--- src/rtl/fft32_pkg.sv ---
// Shared constants, bin-index bit reversal and FSM state encoding for the 32-point FFT
// output reorder path.
package fft32_pkg;
   localparam int N     = 32;
   localparam int HALF  = N / 2;
   localparam int LOG2N = 5;
   localparam int AW    = LOG2N - 1;

   typedef enum logic [1:0] {
      S_IDLE,
      S_WRITE,
      S_READ
   } fsm_state_t;

   // 5-bit reversal of 2j collapses to a 4-bit reversal of j, because the dropped LSB is 0.
   function automatic logic [AW-1:0] rev4(input logic [AW-1:0] j);
      logic [AW-1:0] r;
      for (int i = 0; i < AW; i++) r[i] = j[AW-1-i];
      return r;
   endfunction
endpackage

--- src/rtl/fft_pp_half_bank.sv ---
// One half (lo or hi) of a ping-pong bank: 16 words, synchronous write port and
// registered read port. The read port returns 0 when it is not enabled.
module fft_pp_half_bank
   import fft32_pkg::*;
#(
   parameter int W = 32
) (
   input  logic          clk,
   input  logic          rst_n,
   input  logic          we,
   input  logic [AW-1:0] waddr,
   input  logic [W-1:0]  wdata,
   input  logic          re,
   input  logic [AW-1:0] raddr,
   output logic [W-1:0]  rdata
);
   logic [W-1:0] mem [HALF];

   always_ff @(posedge clk) begin
      if (we) mem[waddr] <= wdata;
   end

   always_ff @(posedge clk or negedge rst_n) begin
      if (!rst_n)  rdata <= '0;
      else if (re) rdata <= mem[raddr];
      else         rdata <= '0;
   end
endmodule

--- src/rtl/fft_output_reorder.sv ---
// Reorders the bit-reversed MDC FFT output pairs into natural-order (X[k], X[k+16]) pairs
// using two ping-pong banks.
//   state   | meaning
//   S_IDLE  | write: waiting for in_start / read: no finished frame to stream
//   S_WRITE | capturing samples j=1..15 of a frame (j=0 is taken on the in_start cycle)
//   S_READ  | streaming k=0..15 from the finished bank
module fft_output_reorder
   import fft32_pkg::*;
#(
   parameter int DW = 16
) (
   input  logic          clk,
   input  logic          rst_n,
   input  logic          in_start,
   input  logic [2*DW-1:0] in_a,
   input  logic [2*DW-1:0] in_b,
   output logic          out_valid,
   output logic [2*DW-1:0] out_lo,
   output logic [2*DW-1:0] out_hi,
   output logic          out_first,
   output logic          out_last,
   output logic          frame_err
);
   localparam int W = 2 * DW;

   fsm_state_t    wr_state;
   fsm_state_t    rd_state;
   logic [AW-1:0] wr_j;
   logic [AW-1:0] rd_k;
   logic          wr_bank;
   logic          rd_bank;
   logic          abort;
   logic          wr_en;
   logic          frame_done;
   logic          rd_en;
   logic [AW-1:0] wr_addr;
   logic [1:0][W-1:0] lo_q;
   logic [1:0][W-1:0] hi_q;

   // in_start always begins a frame at j=0; inside S_WRITE it also discards the partial one.
   assign abort      = in_start && (wr_state == S_WRITE);
   assign wr_en      = in_start || (wr_state == S_WRITE);
   assign wr_addr    = rev4(in_start ? AW'(0) : wr_j);
   assign frame_done = !in_start && (wr_state == S_WRITE) && (wr_j == AW'(HALF - 1));
   assign rd_en      = (rd_state == S_READ);

   always_ff @(posedge clk or negedge rst_n) begin
      if (!rst_n) begin
         wr_state  <= S_IDLE;
         wr_j      <= '0;
         wr_bank   <= 1'b0;
         frame_err <= 1'b0;
      end else begin
         frame_err <= abort;
         if (in_start) begin
            wr_state <= S_WRITE;
            wr_j     <= AW'(1);
         end else if (frame_done) begin
            wr_state <= S_IDLE;
            wr_j     <= '0;
            wr_bank  <= ~wr_bank;
         end else if (wr_state == S_WRITE) begin
            wr_j <= wr_j + AW'(1);
         end
      end
   end

   always_ff @(posedge clk or negedge rst_n) begin
      if (!rst_n) begin
         rd_state  <= S_IDLE;
         rd_k      <= '0;
         rd_bank   <= 1'b0;
         out_valid <= 1'b0;
         out_first <= 1'b0;
         out_last  <= 1'b0;
      end else begin
         out_valid <= rd_en;
         out_first <= rd_en && (rd_k == AW'(0));
         out_last  <= rd_en && (rd_k == AW'(HALF - 1));
         if (frame_done) begin
            rd_state <= S_READ;
            rd_k     <= '0;
            rd_bank  <= wr_bank;
         end else if (rd_en) begin
            if (rd_k == AW'(HALF - 1)) rd_state <= S_IDLE;
            rd_k <= rd_k + AW'(1);
         end
      end
   end

   for (genvar b = 0; b < 2; b++) begin : g_bank
      fft_pp_half_bank #(.W(W)) u_lo (
         .clk   (clk),
         .rst_n (rst_n),
         .we    (wr_en && (wr_bank == 1'(b))),
         .waddr (wr_addr),
         .wdata (in_a),
         .re    (rd_en && (rd_bank == 1'(b))),
         .raddr (rd_k),
         .rdata (lo_q[b])
      );
      fft_pp_half_bank #(.W(W)) u_hi (
         .clk   (clk),
         .rst_n (rst_n),
         .we    (wr_en && (wr_bank == 1'(b))),
         .waddr (wr_addr),
         .wdata (in_b),
         .re    (rd_en && (rd_bank == 1'(b))),
         .raddr (rd_k),
         .rdata (hi_q[b])
      );
   end

   // Idle read ports return 0, so OR-ing both banks is a mux that also zeroes invalid cycles.
   assign out_lo = lo_q[0] | lo_q[1];
   assign out_hi = hi_q[0] | hi_q[1];
endmodule

--- config.mk ---
export PLATFORM = sky130hd
export DESIGN_NAME = fft_output_reorder
export DESIGN_NICKNAME = d
export VERILOG_FILES = /design/src/rtl/fft32_pkg.sv /design/src/rtl/fft_pp_half_bank.sv /design/src/rtl/fft_output_reorder.sv
export SDC_FILE = /design/constraint.sdc
export NUM_CORES = 2
export LEC_CHECK = 0
export CORE_ASPECT_RATIO = 0.6
export CORE_MARGIN = 2
export CORE_UTILIZATION = 45
export CTS_CLUSTER_SIZE = 12
export DETAILED_ROUTE_END_ITERATION = 10
export DONT_BUFFER_PORTS = 1
export PLACE_DENSITY = 0.6
export SKIP_LAST_GASP = 1
export SYNTH_ARGS = -nofsm -noshare
export SYNTH_HDL_FRONTEND = slang
export SYNTH_HIERARCHICAL = 1
export SYNTH_SLANG_ARGS = --single-unit
--- constraint.sdc ---
create_clock -name clk -period 5.8 [get_ports clk]
set_input_delay 1.16 -clock clk [delete_from_list [all_inputs] [get_ports clk]]
set_output_delay 1.16 -clock clk [all_outputs]
set_load 0.005 [all_outputs]
==> results.toml <==
[run_status]
outcome = "completed"

[die]
die_y_um = 340
core-area_mm2 = 0.187
start_util_pct = 45.2
die-area_mm2 = 0.191
rows = 123
die_width_um = 564
ios = 135

[timing]
period_share_pct = 60.9
worst_pin_slew_ns = 1.32
hold_viol_final = 0
final_max_slew_viol_count = 0
setup_violations = 0
fin_setup_tns_ns = 0
fin_skew_ns = 0.0426
grt_setup_unrepaired = "no"
period_minus_slack_ns = 3.53
fmax_ghz = 0.283
slew_headroom_pct = 11.8

[layout]
ff_latch_area_mm2 = 0.0651
stdcell_count = 7185
layout.nets = 4577
final_area_mm2 = 0.0932
fillCellCount = 15000
area_growth_pct = 10.3
final_util_pct = 49.8
multi_input_area_mm2 = 0.0179
drive_above_1_share_pct = 11.5

[synthesis]
synth-seq-area-share_pct = 77.0
ys.flop_type = "edfxtp_1"
syn-instance-count = 4458
postSynthAreaPerCell_um2 = 19.0
synth_edf_count = 2048
yosys_register_bits = 2192
synthDistinctLibCells = 44
async_reset_ff_share_pct = 6.57
syn-num-nets = 4528
ys_warn_count = 6
synth_area_mm2 = 0.0845

[worst_setup_path]
setup.worst_path.start = "wr_state[0]$_DFFE_PN0P_"
worstSetupEndpointType = "register"
cp_cell_sequence = "nor2_1, nor2_1, nand3_1, nor2_4, buf_4"
worst_ep_arrival_time_ns = 4.08
crit_path_start_kind = "register"
critPathKind = "register to register"
cp_slowest_stage_delay_ns = 1.07
crit_path_frequent_cell = "nor2_1"
required_ns = 6.35
rr_startpoint = "wr_state[0]$_DFFE_PN0P_"
cp_slowest_cell = "nor2_4"
worstPathMaxFanout = 31

[cts]
clockBufferDepth = 3
cts_tree = "built"
cts-buffers-inserted = 205
clk_pin_slew_ns = 0.06
clock-sinks = 2192
insertion_delay_ns = 0.84
cts_resized = 0
ctsHtreeMaxLevel = 4
post-cts-setup-buffers = 0
clock-root-buffer = "clkbuf_16"

[global_route]
track_usage_pct = 20.8
grt_pass1_vias = 40200
grt_max_degree = 99
grt_first_pass_wirelength_um = 291000
grt_overflow = 0
antenna_found_initial = 10

[worst_hold_path]
hp-class = "input port to async pin"

[detailed_routing]
drt_pass1_iterations = 6
wirelength_um = 201000
drcViolationCount = 0
wire_per_inst_um = 27.9
vias = 41700
drtIter0Drc = 5030
ant_nets = 0
vias_per_cell = 5.80

[placement]
place_area_mm2 = 0.0870
place.gp.congestion = 0.817
hpwl_um = 119000
dpl.cell_count = 6798
port_buffers = 0

[pwr]
leakagePower_uw = 0.0352
p_per_area_mw_per_mm2 = 359
ir_worst_vdd_mv = 0.258

[job]
cap_violations = 0
registers in the layout, summed over array words and instances (netlist names):
name and cells:
out_last 1, rd_state 1, wr_bank 1, frame_err 1
out_valid 1, wr_state 1, g_bank.u_lo/rdata 64, g_bank.u_lo/mem 1024
rd_bank 1, rd_k 4, wr_j 4, out_first 1
g_bank.u_hi/mem 1024, g_bank.u_hi/rdata 64
cell type report:
type / count / share of cell area (%)
Antenna cell: 2 / 0.00537
Clock buffer: 363 / 6.26
Clock inverter: 20 / 0.379
Inverter: 2 / 0.00806
Multi-Input combinational cell: 2012 / 19.2
Sequential cell: 2192 / 69.9
Tap cell: 2500 / 3.36
Timing Repair Buffer: 94 / 0.916
cell usage in the layout, fill, tap and decap left out, drive strengths merged, types with 2 or more instances in the layout:
master and n:
diode 2, nor2 61, and4 2, a21oi 2, nand2b 77, edfxtp 2048, a22oi 396, a221oi 16
o21ai 129, xnor2 2, xor2 4, or2 64, mux4 100, nand2 140, and2b 3, nor2b 15
bufinv 2, nand3b 8, dfrtp 144, nand3 117, ha 3, clkbuf 363, nor3 16, mux2i 826
or3b 4, and2 6, clkinv 13, buf 93, o211ai 16, inv 7
final timing paths:
path,endpoint,slack [ns],depth (start not counted)
max in group asynchronous,g_bank[1].u_lo/rdata[25]$_DFF_PN0_,4.83,1
worst min-delay path,g_bank[1].u_lo/rdata[6]$_DFF_PN0_,0.07,0
worst max-delay path,g_bank[0].u_hi/mem[14][2]$_DFFE_PP_,2.27,5
min in group clk,wr_j[3]$_DFFE_PN0P_,0.39,1
worst min register to register,rd_bank$_DFFE_PN0P_,0.55,1
worst max register to register,g_bank[0].u_hi/mem[14][2]$_DFFE_PP_,2.27,5
metrics by stage:
step / hold slack [ns] / total power (µW) / worst slack [ns]
after floorplan: 0.352 / 20500 / 0.976
after global placement: 0.534 / 21100 / 1.62
after detailed placement: 0.549 / 21200 / 1.63
after CTS: 0.00413 / 33700 / 2.24
after global routing: 0.0278 / 34500 / 2.14
final: 0.0727 / 33400 / 2.27
synth_stat cells (2+ instances only):
| cell type | number | area [µm²] |
|---|---|---|
| a22oi_1 | 396 | 2970 |
| a21oi_1 | 2 | 10.0 |
| nand3b_1 | 8 | 60.1 |
| and2b_2 | 3 | 26.3 |
| mux4_1 | 52 | 1370 |
| buf_1 | 32 | 120 |
| mux2i_1 | 826 | 8270 |
| or3b_2 | 4 | 35.0 |
| nor2b_1 | 14 | 87.6 |
| edfxtp_1 | 2048 | 61500 |
| buf_12 | 16 | 320 |
| buf_6 | 78 | 878 |
| xor2_1 | 4 | 35.0 |
| a221oi_1 | 16 | 140 |
| inv_1 | 2 | 7.51 |
| nor3_1 | 16 | 80.1 |
| clkbuf_2 | 4 | 20.0 |
| buf_2 | 29 | 145 |
| nand3_1 | 117 | 586 |
| nand2_1 | 140 | 526 |
| nand2b_1 | 77 | 482 |
| clkbuf_4 | 4 | 30.0 |
| ha_1 | 3 | 37.5 |
| nor2_1 | 61 | 229 |
| mux4_2 | 48 | 1080 |
| o21ai_0 | 61 | 305 |
| dfrtp_1 | 144 | 3600 |
| and2_1 | 5 | 31.3 |
| dlygate4sd1_1 | 4 | 35.0 |
| buf_8 | 20 | 300 |
| clkbuf_1 | 65 | 244 |
| or2_2 | 64 | 400 |
| xnor2_1 | 2 | 17.5 |
| o21ai_1 | 68 | 340 |
| o211ai_1 | 16 | 120 |
kinds of logic after synthesis:
group / share of synthesized area (%)
DFF: 77.0
xor gates and xnor gates: 0.0622
muxes: 12.7
adders and majority gates: 0.0444
AOI/OAI and AO/OA: 4.61
buffers and inverters: 2.49
and+or+nand+nor: 3.08
metal layers:
layer | GRT usage [%] | up-vias | part of all wire (%)
met4 | 4.44 | 0 | 1.6
met2 | 28.7 | 1496 | 42
met1 | 34.6 | 22000 | 49
met5 | 0 | - | 0
li1 | - | 17900 | -
met3 | 3.00 | 231 | 7.1
power by group:
part	internal [µW]	switching, µW	leakage (µW)
combinational	1260	1930	0.0117
clock	6900	5690	0.00294
sequential	17500	129	0.0205
total	25700	7760	0.0352
worst max-delay path, delay by kind of cell, from the launching register on:
kind                   cells  cell delay [ns]
flip-flops                 1             0.47
buffers and inverters      1             0.27
AND/OR/NAND/NOR            4             2.51
what timing repair did:
action / in CTS / in global routing
hold endpoints to repair: 47 / 0
hold buffers: 2 / 0
setup endpoints to repair: 0 / 0
Power figures use the tool's default switching activity.
